<file path="config.mk">
export PLATFORM = sky130hd
export DESIGN_NAME = mult_timeout_cnt
export DESIGN_NICKNAME = d
export VERILOG_FILES = /design/src/rtl/mult_timeout_cnt.sv
export SDC_FILE = /design/constraint.sdc
export NUM_CORES = 1
export LEC_CHECK = 0
export BUFFER_PORTS_ARGS = -buffer_cell sky130_fd_sc_hd__buf_2
export CAP_MARGIN = 15
export CORE_AREA = 2 2 39 41
export CTS_BUF_LIST = sky130_fd_sc_hd__clkbuf_8 sky130_fd_sc_hd__clkbuf_16
export DETAILED_ROUTE_END_ITERATION = 8
export DIE_AREA = 0 0 41 43
export PLACE_DENSITY_LB_ADDON = 0.2
export SYNTH_ARGS = -nofsm -noshare
export SYNTH_HDL_FRONTEND = slang
export SYNTH_SLANG_ARGS = --single-unit
</file>
<file path="constraint.sdc">
create_clock -name clk_i -period 1.9 [get_ports clk_i]
set_clock_uncertainty 0.05 [all_clocks]
set_input_delay 0.38 -clock clk_i [delete_from_list [all_inputs] [get_ports clk_i]]
set_output_delay 0.38 -clock clk_i [all_outputs]
set_load 0.01 [all_outputs]
</file>
<file path="src/rtl/mult_timeout_cnt.sv">
// Busy-cycle counter for the multiplier watchdog; tmo_o fires in the
// MAX_CYC-th consecutive BUSY cycle that has no prodv.
module mult_timeout_cnt #(
  parameter int MAX_CYC = 40,
  parameter int CNT_W   = 6
) (
  input  logic clk_i,
  input  logic rst_i,
  input  logic clr_i,
  input  logic busy_i,
  input  logic prodv_i,
  output logic tmo_o
);

  logic [CNT_W-1:0] cnt_q;
  logic [CNT_W-1:0] cnt_d;

  // Next count: restart on entry to BUSY, advance while BUSY.
  always_comb begin
    cnt_d = cnt_q;
    if (clr_i) begin
      cnt_d = {CNT_W{1'b0}};
    end else if (busy_i) begin
      cnt_d = cnt_q + CNT_W'(1);
    end else begin
      cnt_d = cnt_q;
    end
  end

  // Counter register.
  always_ff @(posedge clk_i) begin
    if (rst_i) begin
      cnt_q <= {CNT_W{1'b0}};
    end else begin
      cnt_q <= cnt_d;
    end
  end

  assign tmo_o = busy_i & ~prodv_i & (cnt_q == CNT_W'(MAX_CYC - 1));

endmodule

</file>
; ---- After elaboration in Yosys (flattened, before gate mapping)
; Index checks and enable logic that the tools add are counted.
[totals]
register_bits = 6
latch_bits = 0
mem_bits_rw = 0
rom_bits = 0
out_inout_bits = 1
memories = 0
[op_classes]
add_sub_neg = 1
multipliers = 0
div = 0
n_lt_le_gt_ge = 0
eq_ne = 1
shifts = 0
mux = 0
n_bitwise = 3
reduce_logical = 1
[ops]
columns = op, count
row1 = $add 6x1->6 const B, 1
row2 = $eq 6x6->1 const B, 1
row3 = $and 1x1->1, 2
row4 = $reduce_or 2->1, 1
row5 = $not 1->1, 1

; ---- Depth between registers and ports, before layout
; Gate-level depths: netlist of the first run.
[logic_depth]
ltp_word = 3
ltp_mapped = 4

; ---- Worst setup path before layout of the first run
; OpenSTA, ideal clock, no wires.
[synth_timing]
path_kind = flip-flop to output port
start = register cnt_q[0]
end = output port tmo_o
t_arrival_ns = 1.014
required_time_ns = 1.470
setup_slack_ns = 0.456
stages_incl_launch_ff = 4
path_buffers = 0
cell_sequence = dfxtp_1 -> ha_1 -> nand3_1 -> nor4_1
[synth_via]
elab_chain_cells = 2
[synth_lines]
columns = element, line_no
row1 = from (decl), 15  ; logic [CNT_W-1:0] cnt_q;
row2 = from (signal assigned), 33  ; cnt_q <= {CNT_W{1'b0}};
row3 = from (signal assigned), 35  ; cnt_q <= cnt_d;
row4 = $eq 6x6->1, 39  ; assign tmo_o = busy_i & ~prodv_i & (cnt_q == CNT_W'(MAX_CYC - 1));
row5 = $and 1x1->1, 39
row6 = to (decl), 12  ; output logic tmo_o
; Every way passes these cells.

; ---- Worst setup path in the final report of the first run
; Ends and elaborated chain as after synthesis.

==> results.sh, run 1 <==
export IMPL_track_usage_pct=7.24
export IMPL_slew_headroom_pct=86.0
export IMPL_netlist_area_um2=265
export IMPL_hold_violations=0
export IMPL_cap_violations=0
export IMPL_die_x_um=41
export IMPL_io_buffers=5
export IMPL_first_iter_violations=2
export IMPL_n_antenna_cell=0
export IMPL_critPathCapture="tmo_o"
export IMPL_antenna_left=0
export IMPL_gp_congestion=0.618
export IMPL_drt_wirelength_per_cell_um=8.31
export IMPL_crit_arrival_ns=1.26
export IMPL_root_buffer="clkbuf_8"
export IMPL_fin_crit_sh_pct=89.0
export IMPL_top_register="cnt_q"
export IMPL_num_rows=14
export IMPL_reg_top3="cnt_q x6"
export IMPL_avgSynthCellArea_um2=8.84
export IMPL_coreArea_um2=1380
export IMPL_final_common_cell="dfxtp_1"
export IMPL_grt_pass1_wl_um=779
export IMPL_finalSetupTns_ns=0
export IMPL_critPathMaxFanout=3
export IMPL_ios=6
export IMPL_ir_drop_mv=0.284
export IMPL_finalWirelength_um=432
export IMPL_cts_resized=0
export IMPL_worstMarginPinSlew_ns=0.207
export IMPL_power_leakage_uw=0.000131
export IMPL_dieHeight_um=43
export IMPL_cts_clk_slew_worst_paths_ns=0.04
export IMPL_grt_overflow=0
export IMPL_grt_max_degree=7
export IMPL_rsz0062_at_grt="false"
export IMPL_crit_path_start_kind="flip-flop"
export IMPL_worstSetupPathType="reg -> out"
export IMPL_dp_cells=49
export IMPL_rr_startpoint="cnt_q[2]$_SDFFE_PP0P_"
export IMPL_hpwl_um=337
export IMPL_nFillCells=152
export IMPL_grt_pass1_vias=198
export IMPL_insertion_delay_ns=0.22
export IMPL_crit_buf_inv=1
export IMPL_reg2reg_slack_ns=0.74
export IMPL_drt_pass1_iterations=2
export IMPL_startpoint="cnt_q[0]$_SDFFE_PP0P_"
export IMPL_final_nets=44
export IMPL_crit_chain="ha_1, nand3_1, nor4_1, buf_2"
export IMPL_drc=0
export IMPL_r2r_end="cnt_q[5]$_SDFFE_PP0P_"
export IMPL_ys_seq_elements=6
export IMPL_start_util_pct=19.2
export IMPL_syn_nets=36
export IMPL_final_max_slew_violation_count=0
export IMPL_antenna_found_initial=0
export IMPL_cpPeakStageDelay_ns=0.36
export IMPL_r2r_cells=3
export IMPL_numCtsBuffers=3
export IMPL_cts_buffer_depth=2
export IMPL_area_growth_pct=29.2
export IMPL_final_cells=52
export IMPL_cp_top_family="flip-flops"
export IMPL_cp_depth=4
export IMPL_power_density_nw_per_um2=966
export IMPL_setup_viol=0
export IMPL_outcome="finished clean"
export IMPL_die_area_um2=1760
export IMPL_ys_warn_count=0
export IMPL_syn_inst=30
export IMPL_cp_slowest_cell="dfxtp_1"
export IMPL_dr_total_vias=209
export IMPL_clkSinkCount=6
export IMPL_min_period_ns=1.69
export IMPL_required_ns=1.47
export IMPL_htree_levels=1
export IMPL_worstSetupEndpointType="output pin"
export IMPL_ys_types=17
export IMPL_final_core_util_pct=24.8
export IMPL_timing_fmax_ghz=0.592
export IMPL_final_cell_mix="dfxtp_1, nor2_1, buf_2"
export IMPL_cts_tree="yes"
export IMPL_largest_register_ffs=6
export IMPL_cts_hold_buf=0
export IMPL_drive_gt1_share_pct=25.0
export IMPL_cts_setup_buffers=0
export IMPL_synth_seq_area_share_pct=45.3
export IMPL_min_path_type="reg -> reg"
export IMPL_vias_per_cell=4.02
## routing by layer
| layer | vias to the layer above | part of all wire [%] | track usage [%] |
|---|---|---|---|
| met4 | 0 | 3.9 | 6.00 |
| met3 | 2 | 8.6 | 4.71 |
| met1 | 89 | 47 | 8.41 |
| met5 | - | 0 | 0 |
| met2 | 6 | 40 | 8.75 |
| li1 | 112 | - | - |
## how the worst min path moves through the flow
stage / depth (start not counted) / end / slack [ns] / from
floorplan: 2 / cnt_q[5]$_SDFFE_PP0P_ / 0.41 / cnt_q[5]$_SDFFE_PP0P_
global placement: 2 / cnt_q[5]$_SDFFE_PP0P_ / 0.43 / cnt_q[5]$_SDFFE_PP0P_
detailed placement: 2 / cnt_q[5]$_SDFFE_PP0P_ / 0.44 / cnt_q[5]$_SDFFE_PP0P_
CTS: 2 / cnt_q[5]$_SDFFE_PP0P_ / 0.44 / cnt_q[5]$_SDFFE_PP0P_
global route: 3 / cnt_q[3]$_SDFFE_PP0P_ / 0.47 / clr_i
finish: 2 / cnt_q[5]$_SDFFE_PP0P_ / 0.44 / cnt_q[5]$_SDFFE_PP0P_
## area by class of cell
type / instances / area (um^2) / area share [%]
clock buffer: 3 / 41.3 / 12.0
timing repair buffer: 5 / 25.0 / 7.30
sequential: 6 / 120 / 35.0
multi-input combinational: 22 / 136 / 39.8
tap: 16 / 20.0 / 5.84
## report_power, final
part | internal, uW | switching, uW
Clock | 136 | 53.0
Sequential | 128 | 1.32
Combinational | 6.54 | 6.12
## metrics by stage
step                      worst slack (ns)  total power [uW]  area [um^2]  hold slack [ns]
after floorplan                      0.456               140          265            0.409
after global placement               0.445               144          302            0.427
after detailed placement             0.445               144          302            0.436
after CTS                            0.208               336          343            0.443
after global routing                 0.147               346          343            0.474
final                                0.210               331          343            0.439
## worst min-delay path: cells and delay by family, from the launching register on
kind / cells / cell delay (ns)
flops: 1 / 0.31
compound gates: 2 / 0.13
## kinds of logic after synthesis
logic type               after synthesis  synth area share, %
buffers and inverters                  2                 3.30
AO/OA/AOI/OAI                          2                 3.77
adder cells (fa/ha/maj)                1                 4.72
multiplexers                           1                 3.77
AND/OR/NAND/NOR                       14                 25.9
XOR/XNOR                               4                 13.2
flip-flops                             6                 45.3
## cells in the mapped netlist, drive strengths merged
library cell	number	share of area (%)
xnor2	1	3.3
dfxtp	6	45
ha	1	4.7
nor4	1	2.4
nand4	2	4.7
nor2	5	7.1
nand3	1	1.9
nand2	2	2.8
buf	1	1.9
nand2b	1	2.4
clkbuf	1	1.4
xor2	3	9.9
o21ai	1	1.9
a21oi	1	1.9
or3	1	2.4
or2	1	2.4
mux2i	1	3.8
Note: power is estimated with default switching activity, not from simulation.
==> inputs of run 2 (changes only) <==
clock period = 1.95 ns   (was 1.9 ns; I/O delays follow)
==> run 2 against run 1 <==
Against the previous run:
- worst setup slack better by 0.046 ns
- clock power shrank 4%
- critical endpoint unchanged
- register-to-register slack improved by 0.04 ns
- clock-buffer cell count stayed put
- final cell count unchanged
- via count shrank 0.96%
- sequential power shrank 3%
- total power down 3.3%
- critical path depth unchanged
- first-iteration DRC count unchanged
- flip-flop and latch count did not move
==> results.sh, run 2 (synthesis results as in run 1) <==
export IMPL_grt_pass1_wl_um=745
export IMPL_hpwl_um=336
export IMPL_drc=0
export IMPL_top_register="cnt_q"
export IMPL_grt_max_degree=7
export IMPL_min_period_ns=1.69
export IMPL_drive_gt1_share_pct=25.0
export IMPL_drt_pass1_iterations=3
export IMPL_cp_depth=4
export IMPL_power_leakage_uw=0.000131
export IMPL_rr_startpoint="cnt_q[2]$_SDFFE_PP0P_"
export IMPL_holdPathStages=2
export IMPL_cts_tree="yes"
export IMPL_setup_slack_ns=0.255
export IMPL_start_util_pct=19.2
export IMPL_cp_slowest_cell="dfxtp_1"
export IMPL_worstSetupPathType="reg -> out"
export IMPL_dieHeight_um=43
export IMPL_r2r_cells=3
export IMPL_num_rows=14
export IMPL_cap_violations=0
export IMPL_dr_total_vias=207
export IMPL_crit_path_start_kind="flip-flop"
export IMPL_antenna_left=0
export IMPL_critPathMaxFanout=3
export IMPL_cts_buffer_depth=2
export IMPL_clkSinkCount=6
export IMPL_rsz0062_at_grt="false"
export IMPL_die_area_um2=1760
export IMPL_io_buffers=5
export IMPL_startpoint="cnt_q[0]$_SDFFE_PP0P_"
export IMPL_insertion_delay_ns=0.22
export IMPL_antenna_found_initial=0
export IMPL_cts_resized=0
export IMPL_numCtsBuffers=3
export IMPL_hold_path_startpoint="cnt_q[5]$_SDFFE_PP0P_"
export IMPL_finalSetupTns_ns=0
export IMPL_root_buffer="clkbuf_8"
export IMPL_crit_arrival_ns=1.25
export IMPL_nFillCells=153
export IMPL_timing_fmax_ghz=0.590
export IMPL_cts_hold_buf=0
export IMPL_place_ws_ns=0.490
export IMPL_setup_viol=0
export IMPL_drt_wirelength_per_cell_um=8.42
export IMPL_ir_drop_mv=0.277
export IMPL_required_ns=1.51
export IMPL_reg_top3="cnt_q x6"
export IMPL_ios=6
export IMPL_vias_per_cell=3.98
export IMPL_final_common_cell="dfxtp_1"
export IMPL_first_iter_violations=2
export IMPL_slew_headroom_pct=86.6
export IMPL_grt_overflow=0
export IMPL_worstMarginPinSlew_ns=0.199
export IMPL_fin_crit_sh_pct=86.9
export IMPL_finalWirelength_um=438
export IMPL_cts_clk_slew_worst_paths_ns=0.03
export IMPL_coreArea_um2=1380
export IMPL_htree_levels=1
export IMPL_crit_buf_inv=1
export IMPL_holdWs_ns=0.436
export IMPL_area_growth_pct=29.2
export IMPL_gp_congestion=0.601
export IMPL_final_max_slew_violation_count=0
export IMPL_n_antenna_cell=0
export IMPL_track_usage_pct=7.23
export IMPL_stdcell_area_um2=343
export IMPL_final_cell_mix="dfxtp_1, nor2_1, buf_2"
export IMPL_power_density_nw_per_um2=934
export IMPL_outcome="finished clean"
export IMPL_cts_setup_buffers=0
export IMPL_die_x_um=41
export IMPL_crit_chain="ha_1, nand3_1, nor4_1, buf_2"
export IMPL_cpPeakStageDelay_ns=0.36
export IMPL_placed_cell_area_um2=302
export IMPL_min_path_type="reg -> reg"
export IMPL_cp_top_family="flip-flops"
export IMPL_worstSetupEndpointType="output pin"
export IMPL_largest_register_ffs=6
export IMPL_grt_pass1_vias=184
export IMPL_hold_violations=0
export IMPL_final_nets=44
export IMPL_finalPower_uw=320
==> run 2: metrics by stage <==
| step | std cells | util, % |
|---|---|---|
| finish | 52 | 24.8 |
| CTS | 52 | 24.8 |
| global placement | 49 | 21.8 |
| global route | 52 | 24.8 |
| floorplan | 30 | - |
| detailed placement | 49 | 21.8 |
==> run 2: final cells by class <==
class | instances | area [um^2] | area share [%]
clock buffers | 3 | 41.3 | 12.0
multi-input cells | 22 | 136 | 39.8
flip-flops and latches | 6 | 120 | 35.0
well taps | 16 | 20.0 | 5.84
repair buffers | 5 | 25.0 | 7.30
==> run 2: path summary, 6_finish.rpt <==
kind / endpoint / slack [ns]
worst max-delay path: tmo_o / 0.26
worst min-delay path: cnt_q[5]$_SDFFE_PP0P_ / 0.44
worst max register to register: cnt_q[5]$_SDFFE_PP0P_ / 0.78
worst min register to register: cnt_q[5]$_SDFFE_PP0P_ / 0.44
==> run 2: report_power, final <==
group,internal (uW),leakage [uW],switching (uW)
clock,132,0.0000216,49.4
combinational,6.38,0.0000610,5.73
sequential,125,0.0000485,1.37
total,264,0.000131,56.5
==> run 2: worst reg2reg max path: cells and delay by family, from the launching register on <==
| family | cells | cell delay (ns) |
|---|---|---|
| AOI/OAI and AO/OA | 1 | 0.14 |
| and+or+nand+nor | 2 | 0.54 |
| DFF | 1 | 0.38 |
==> run 2: layer usage <==
metal / GRT usage, % / up-vias / routed length [um]
met5: 0 / - / 0
met4: 10.0 / 0 / 8
met3: 4.71 / 2 / 28
met2: 6.88 / 4 / 171
met1: 8.36 / 88 / 229
li1: - / 113 / -
